$ cat src/rtl/hazard_unit.sv
// Pipeline hazard controller: memory-wait stalls with timeout, branch flushes and load-use stalls.
// Optional performance counters are built when HAZ_PERFCNT_EN is defined.
module hazard_unit #(
  parameter int AWIDTH      = 32,
  parameter int MEM_TIMEOUT = 16
) (
  input  logic              clk,
  input  logic              rst,
  input  logic [AWIDTH-1:0] Instr_D,
  input  logic [AWIDTH-1:0] Instr_X,
  input  logic              MemRdX,
  input  logic              RegWEnX,
  input  logic              BrTakenX,
  input  logic              DmemReqM,
  input  logic              DmemRdy,
  output logic              StallF,
  output logic              StallD,
  output logic              StallX,
  output logic              StallM,
  output logic              FlushD,
  output logic              FlushX,
  output logic              Err
`ifdef HAZ_PERFCNT_EN
  ,
  output logic [31:0]       StallCnt,
  output logic [31:0]       FlushCnt
`endif
);

  typedef enum logic [1:0] {RUN, MEMWAIT, ERR} state_t;

  localparam logic [7:0] WAIT_LIMIT = 8'(MEM_TIMEOUT - 1);

  state_t     state_q, state_d;
  logic [7:0] wait_cnt_q, wait_cnt_d;
  logic [7:0] wait_cnt_inc;
  logic [4:0] rs1, rs2, rd;
  logic       mem_wait;
  logic       load_use;
  logic       unused_instr_bits;

  assign rs1          = Instr_D[19:15];
  assign rs2          = Instr_D[24:20];
  assign rd           = Instr_X[11:7];
  assign mem_wait     = DmemReqM && !DmemRdy;
  assign load_use     = MemRdX && RegWEnX && (rd != 5'd0) && ((rd == rs1) || (rd == rs2));
  assign wait_cnt_inc = wait_cnt_q + 8'd1;

  assign unused_instr_bits = ^{Instr_D[AWIDTH-1:25], Instr_D[14:0], Instr_X[AWIDTH-1:12], Instr_X[6:0]};

  always_ff @(posedge clk) begin
    if (rst) begin
      state_q    <= RUN;
      wait_cnt_q <= 8'd0;
    end else begin
      state_q    <= state_d;
      wait_cnt_q <= wait_cnt_d;
    end
  end

  // Branch/load-use hazards are evaluated whenever the pipeline is free to advance,
  // including the cycle in which a memory wait is released.
  always_comb begin
    state_d    = state_q;
    wait_cnt_d = wait_cnt_q;
    StallF     = 1'b0;
    StallD     = 1'b0;
    StallX     = 1'b0;
    StallM     = 1'b0;
    FlushD     = 1'b0;
    FlushX     = 1'b0;
    Err        = 1'b0;

    unique case (state_q)
      RUN, MEMWAIT: begin
        if (mem_wait) begin
          StallF  = 1'b1;
          StallD  = 1'b1;
          StallX  = 1'b1;
          StallM  = 1'b1;
          state_d = MEMWAIT;
          if (state_q == RUN) begin
            wait_cnt_d = 8'd0;
          end else begin
            wait_cnt_d = wait_cnt_inc;
            if (wait_cnt_inc == WAIT_LIMIT) begin
              state_d = ERR;
            end
          end
        end else begin
          state_d    = RUN;
          wait_cnt_d = 8'd0;
          if (BrTakenX) begin
            FlushD = 1'b1;
            FlushX = 1'b1;
          end else if (load_use) begin
            StallF = 1'b1;
            StallD = 1'b1;
            FlushX = 1'b1;
          end
        end
      end
      ERR: begin
        StallF = 1'b1;
        StallD = 1'b1;
        StallX = 1'b1;
        StallM = 1'b1;
        Err    = 1'b1;
      end
      default: begin
        state_d    = RUN;
        wait_cnt_d = 8'd0;
      end
    endcase

    // Reset bubbles D and X and releases every stall regardless of state.
    if (rst) begin
      state_d    = RUN;
      wait_cnt_d = 8'd0;
      StallF     = 1'b0;
      StallD     = 1'b0;
      StallX     = 1'b0;
      StallM     = 1'b0;
      FlushD     = 1'b1;
      FlushX     = 1'b1;
      Err        = 1'b0;
    end
  end

`ifdef HAZ_PERFCNT_EN
  logic [31:0] stall_cnt_q, stall_cnt_d;
  logic [31:0] flush_cnt_q, flush_cnt_d;

  always_comb begin
    stall_cnt_d = stall_cnt_q + {31'd0, StallF};
    flush_cnt_d = flush_cnt_q + {31'd0, FlushX};
    if (rst) begin
      stall_cnt_d = 32'd0;
      flush_cnt_d = 32'd0;
    end
  end

  always_ff @(posedge clk) begin
    stall_cnt_q <= stall_cnt_d;
    flush_cnt_q <= flush_cnt_d;
  end

  assign StallCnt = stall_cnt_q;
  assign FlushCnt = flush_cnt_q;
`endif

endmodule

$ cat config.mk
export PLATFORM = sky130hd
export DESIGN_NAME = hazard_unit
export DESIGN_NICKNAME = d
export VERILOG_FILES = /design/src/rtl/hazard_unit.sv
export SDC_FILE = /design/constraint.sdc
export NUM_CORES = 1
export LEC_CHECK = 0
export CAP_MARGIN = 15
export CORE_ASPECT_RATIO = 0.5
export CORE_UTILIZATION = 28
export CTS_CLUSTER_DIAMETER = 60
export CTS_CLUSTER_SIZE = 14
export DETAILED_ROUTE_END_ITERATION = 12
export HOLD_SLACK_MARGIN = 0.15
export PLACE_DENSITY = 0.79
export SETUP_SLACK_MARGIN = 0.3
export SYNTH_ARGS = -nofsm -noshare
export SYNTH_HDL_FRONTEND = slang
export SYNTH_SLANG_ARGS = --single-unit
$ cat constraint.sdc
create_clock -name clk -period 1.8 [get_ports clk]
set_clock_uncertainty 0.15 [all_clocks]
set_input_delay 0.18 -clock clk [delete_from_list [all_inputs] [get_ports clk]]
set_output_delay 0.18 -clock clk [all_outputs]
set_load 0.03 [all_outputs]
==> flow_metrics.tcl <==
set metrics [dict create \
    cp_max_fo 5 \
    grt_pass1_wl_mm 3.180 \
    cellPowerDensity_nw_per_um2 487.5 \
    numClockSinks 10 \
    die_area_sq_um 2840 \
    hold_slack_ns 0.2752 \
    syn_avg_cell_area_sq_um 8.332 \
    drt-pass1-iter-count 3 \
    synth_edf_count 0 \
    synth_cell_type_count 34 \
    vias 809 \
    crit_type "flip-flop to primary output" \
    cts_root_buf "clkbuf_8" \
    hp-class "primary input to flip-flop" \
    slew_violations 0 \
    gr-total-overflow 0 \
    p_clk_share_pct 43.7 \
    start_util_pct 31.30 \
    netlist.area_leader.share_pct 27.30 \
    wire_per_inst_um 13.47 \
    layout_common_cells "buf_4 (15), xor2_1 (13), dlygate4sd2_1 (10)" \
    antenna_found_initial 0 \
    top_layer_used "met4" \
    pwr-share-comb_pct 22.3 \
    core_area_sq_um 2342 \
    syn_nets 161 \
    vdd_drop_max_mv 0.2361 \
    cp-start-kind "flip-flop" \
    avgViaCountPerCell 4.844 \
    cap_viol_max_count 0 \
    wl_met2_mm 1.104 \
    wl_met1_um 892 \
    place.gp.congestion 0.7693 \
    syn_inst 88 \
    cp.arrival_ns 1.29 \
    synth.area.top_cells "dfxtp_1 (27%), xor2_1 (16%), o21ai_0 (4.8%)" \
    p_int_uw 486.5 \
    synth_seq_cells 10 \
    ys_seq_area_share_pct 27.30 \
    p_leak_uw 0.0005467 \
    drive_above_1_share_pct 45.45 \
    dr_wl_met3_um 211 \
    status "complete, no violations" \
    die_h_um 38.19 \
    period_needed_ns 1.625 \
    syn-cell-area_sq_um 733.2 \
    period_share_pct 90.28 \
    yosysTopAreaCell "dfxtp_1" \
    max_freq_mhz 615.4 \
    drc_errors 0 \
    multi_input_area_sq_um 599.3 \
    n_fill_cell 204 \
    die_w_um 74.37 \
    drtAntennaViolNets 0 \
    wl_mm 2.249 \
    area_growth_pct 80.21 \
    drt_iter0_markers 13 \
    end_kind "primary output" \
    seq_area_sq_um 215.2 \
    clk_latency_ns 0.24 \
    rsz0062_at_grt "true" \
    setup_viol 0 \
    async_flop_share_pct 0 \
    switchingPower_uw 157.5 \
    setup_tns_ns 0 \
    io_buffers 28 \
    cts_tree "done" \
    final_common_cell "buf_4" \
    tightest_slew_ns 0.2834 \
    nets 206 \
    sw_frac_of_total_pct 24.46 \
    clk_pin_slew_ns 0.05 \
    grt_max_degree 12 \
    final_hold_viol_count 0 \
    numCtsBuffers 3 \
    yosysWarnings 0 \
    hold_buffers 0 \
    htree_levels 1 \
    grtUsageTotal_pct 15.79 \
    io_pins 78 \
    max_slew_margin_pct 81.08 \
    hpwl_mm 1.457 \
    cts_buffer_depth 2 \
    insertedDiodeCount 0 \
    synthFlopType "dfxtp_1" \
    seq_power_share_pct 34.0 \
    rows 12 \
    required_ns 1.47 \
    grt_pass1_vias 787 \
]
cell families (layout without fill, tap and decap cells):
kind of cell	after synthesis	count (layout)	synth area share, %
and+or+nand+nor	31	31	24.06
AOI/OAI and AO/OA	23	23	22.18
xor gates and xnor gates	14	14	16.72
DFF	10	10	27.30
buffers and inverters	7	51	4.776
adders and majority gates	2	2	3.412
muxes	1	1	1.536
path summary, 6_finish.rpt:
kind,startpoint,to,slack (ns),depth (start not counted)
worst max register to register,wait_cnt_q[0],state_q[1],0.28,5
worst max-delay path,state_q[1],Err,0.18,5
worst min register to register,wait_cnt_q[3],wait_cnt_q[3],0.37,2
worst min-delay path,rst,state_q[0],0.28,3
synthesized netlist by cell type, types with 2 or more instances:
| master | count |
|---|---|
| and3_2 | 2 |
| xor2_1 | 13 |
| buf_4 | 2 |
| a21o_2 | 2 |
| dfxtp_1 | 10 |
| nor3_1 | 4 |
| inv_1 | 2 |
| a21o_1 | 3 |
| nor2_1 | 6 |
| nand4_1 | 3 |
| o21ai_0 | 7 |
| nor3b_1 | 3 |
| a211oi_1 | 2 |
| nand2_1 | 5 |
| o21bai_1 | 2 |
| a21oi_1 | 2 |
| nand3_1 | 2 |
| ha_1 | 2 |
registers in the layout, summed over array words and instances, names as in the netlist:
signal / cells
wait_cnt_q: 8
state_q: 2
power by group through the flow:
stage / registers [uW] / clock network, uW / logic [uW]
2_1_floorplan: 227 / 0 / 53.4
3_3_place_gp: 227 / 0 / 128
3_5_place_dp: 227 / 0 / 130
4_1_cts: 219 / 290 / 136
5_1_grt: 219 / 304 / 153
6_report: 219 / 282 / 144
what timing repair did:
| action | in CTS | in global routing |
|---|---|---|
| gates resized for setup | 55 | 6 |
| setup endpoints to repair | 10 | 11 |
| hold endpoints to repair | 0 | 0 |
| pin swaps | 18 | 7 |
| setup buffers | 8 | 3 |
stage by stage:
| step | cell area (sq um) | utilization, % | total power, uW | setup WS [ns] | cells |
|---|---|---|---|---|---|
| after detailed placement | 1102 | 47.06 | 357.5 | -0.1199 | 152 |
| after global routing | 1321 | 56.41 | 675.8 | 0.09350 | 167 |
| final | 1321 | 56.41 | 644.1 | 0.1750 | 167 |
| after floorplan | 785.8 | - | 280.3 | 0.2356 | 88 |
| after CTS | 1274 | 54.38 | 644.1 | 0.1375 | 164 |
| after global placement | 1102 | 47.06 | 355.1 | -0.1016 | 152 |
layout make-up:
cell class                 count  area share, %
clock buffer                   4          4.167
inverter                       3          1.042
multi-input combinational     71          45.36
sequential                    10          16.29
tap                           35          3.314
timing repair buffer          44          29.83
metal layers:
metal / GRT usage, % / vias up
met2: 32.88 / 25
met1: 13.07 / 371
met5: 0 / -
li1: - / 408
met4: 10.38 / 0
met3: 5.263 / 5
worst max-delay path, stage by stage (launching register included):
cell and delay (ns):
dfxtp_4 0.37, buf_4 0.11, nand2b_2 0.09, or2_4 0.30
inv_4 0.07, buf_6 0.12
(Power assumes the default switching activity.)
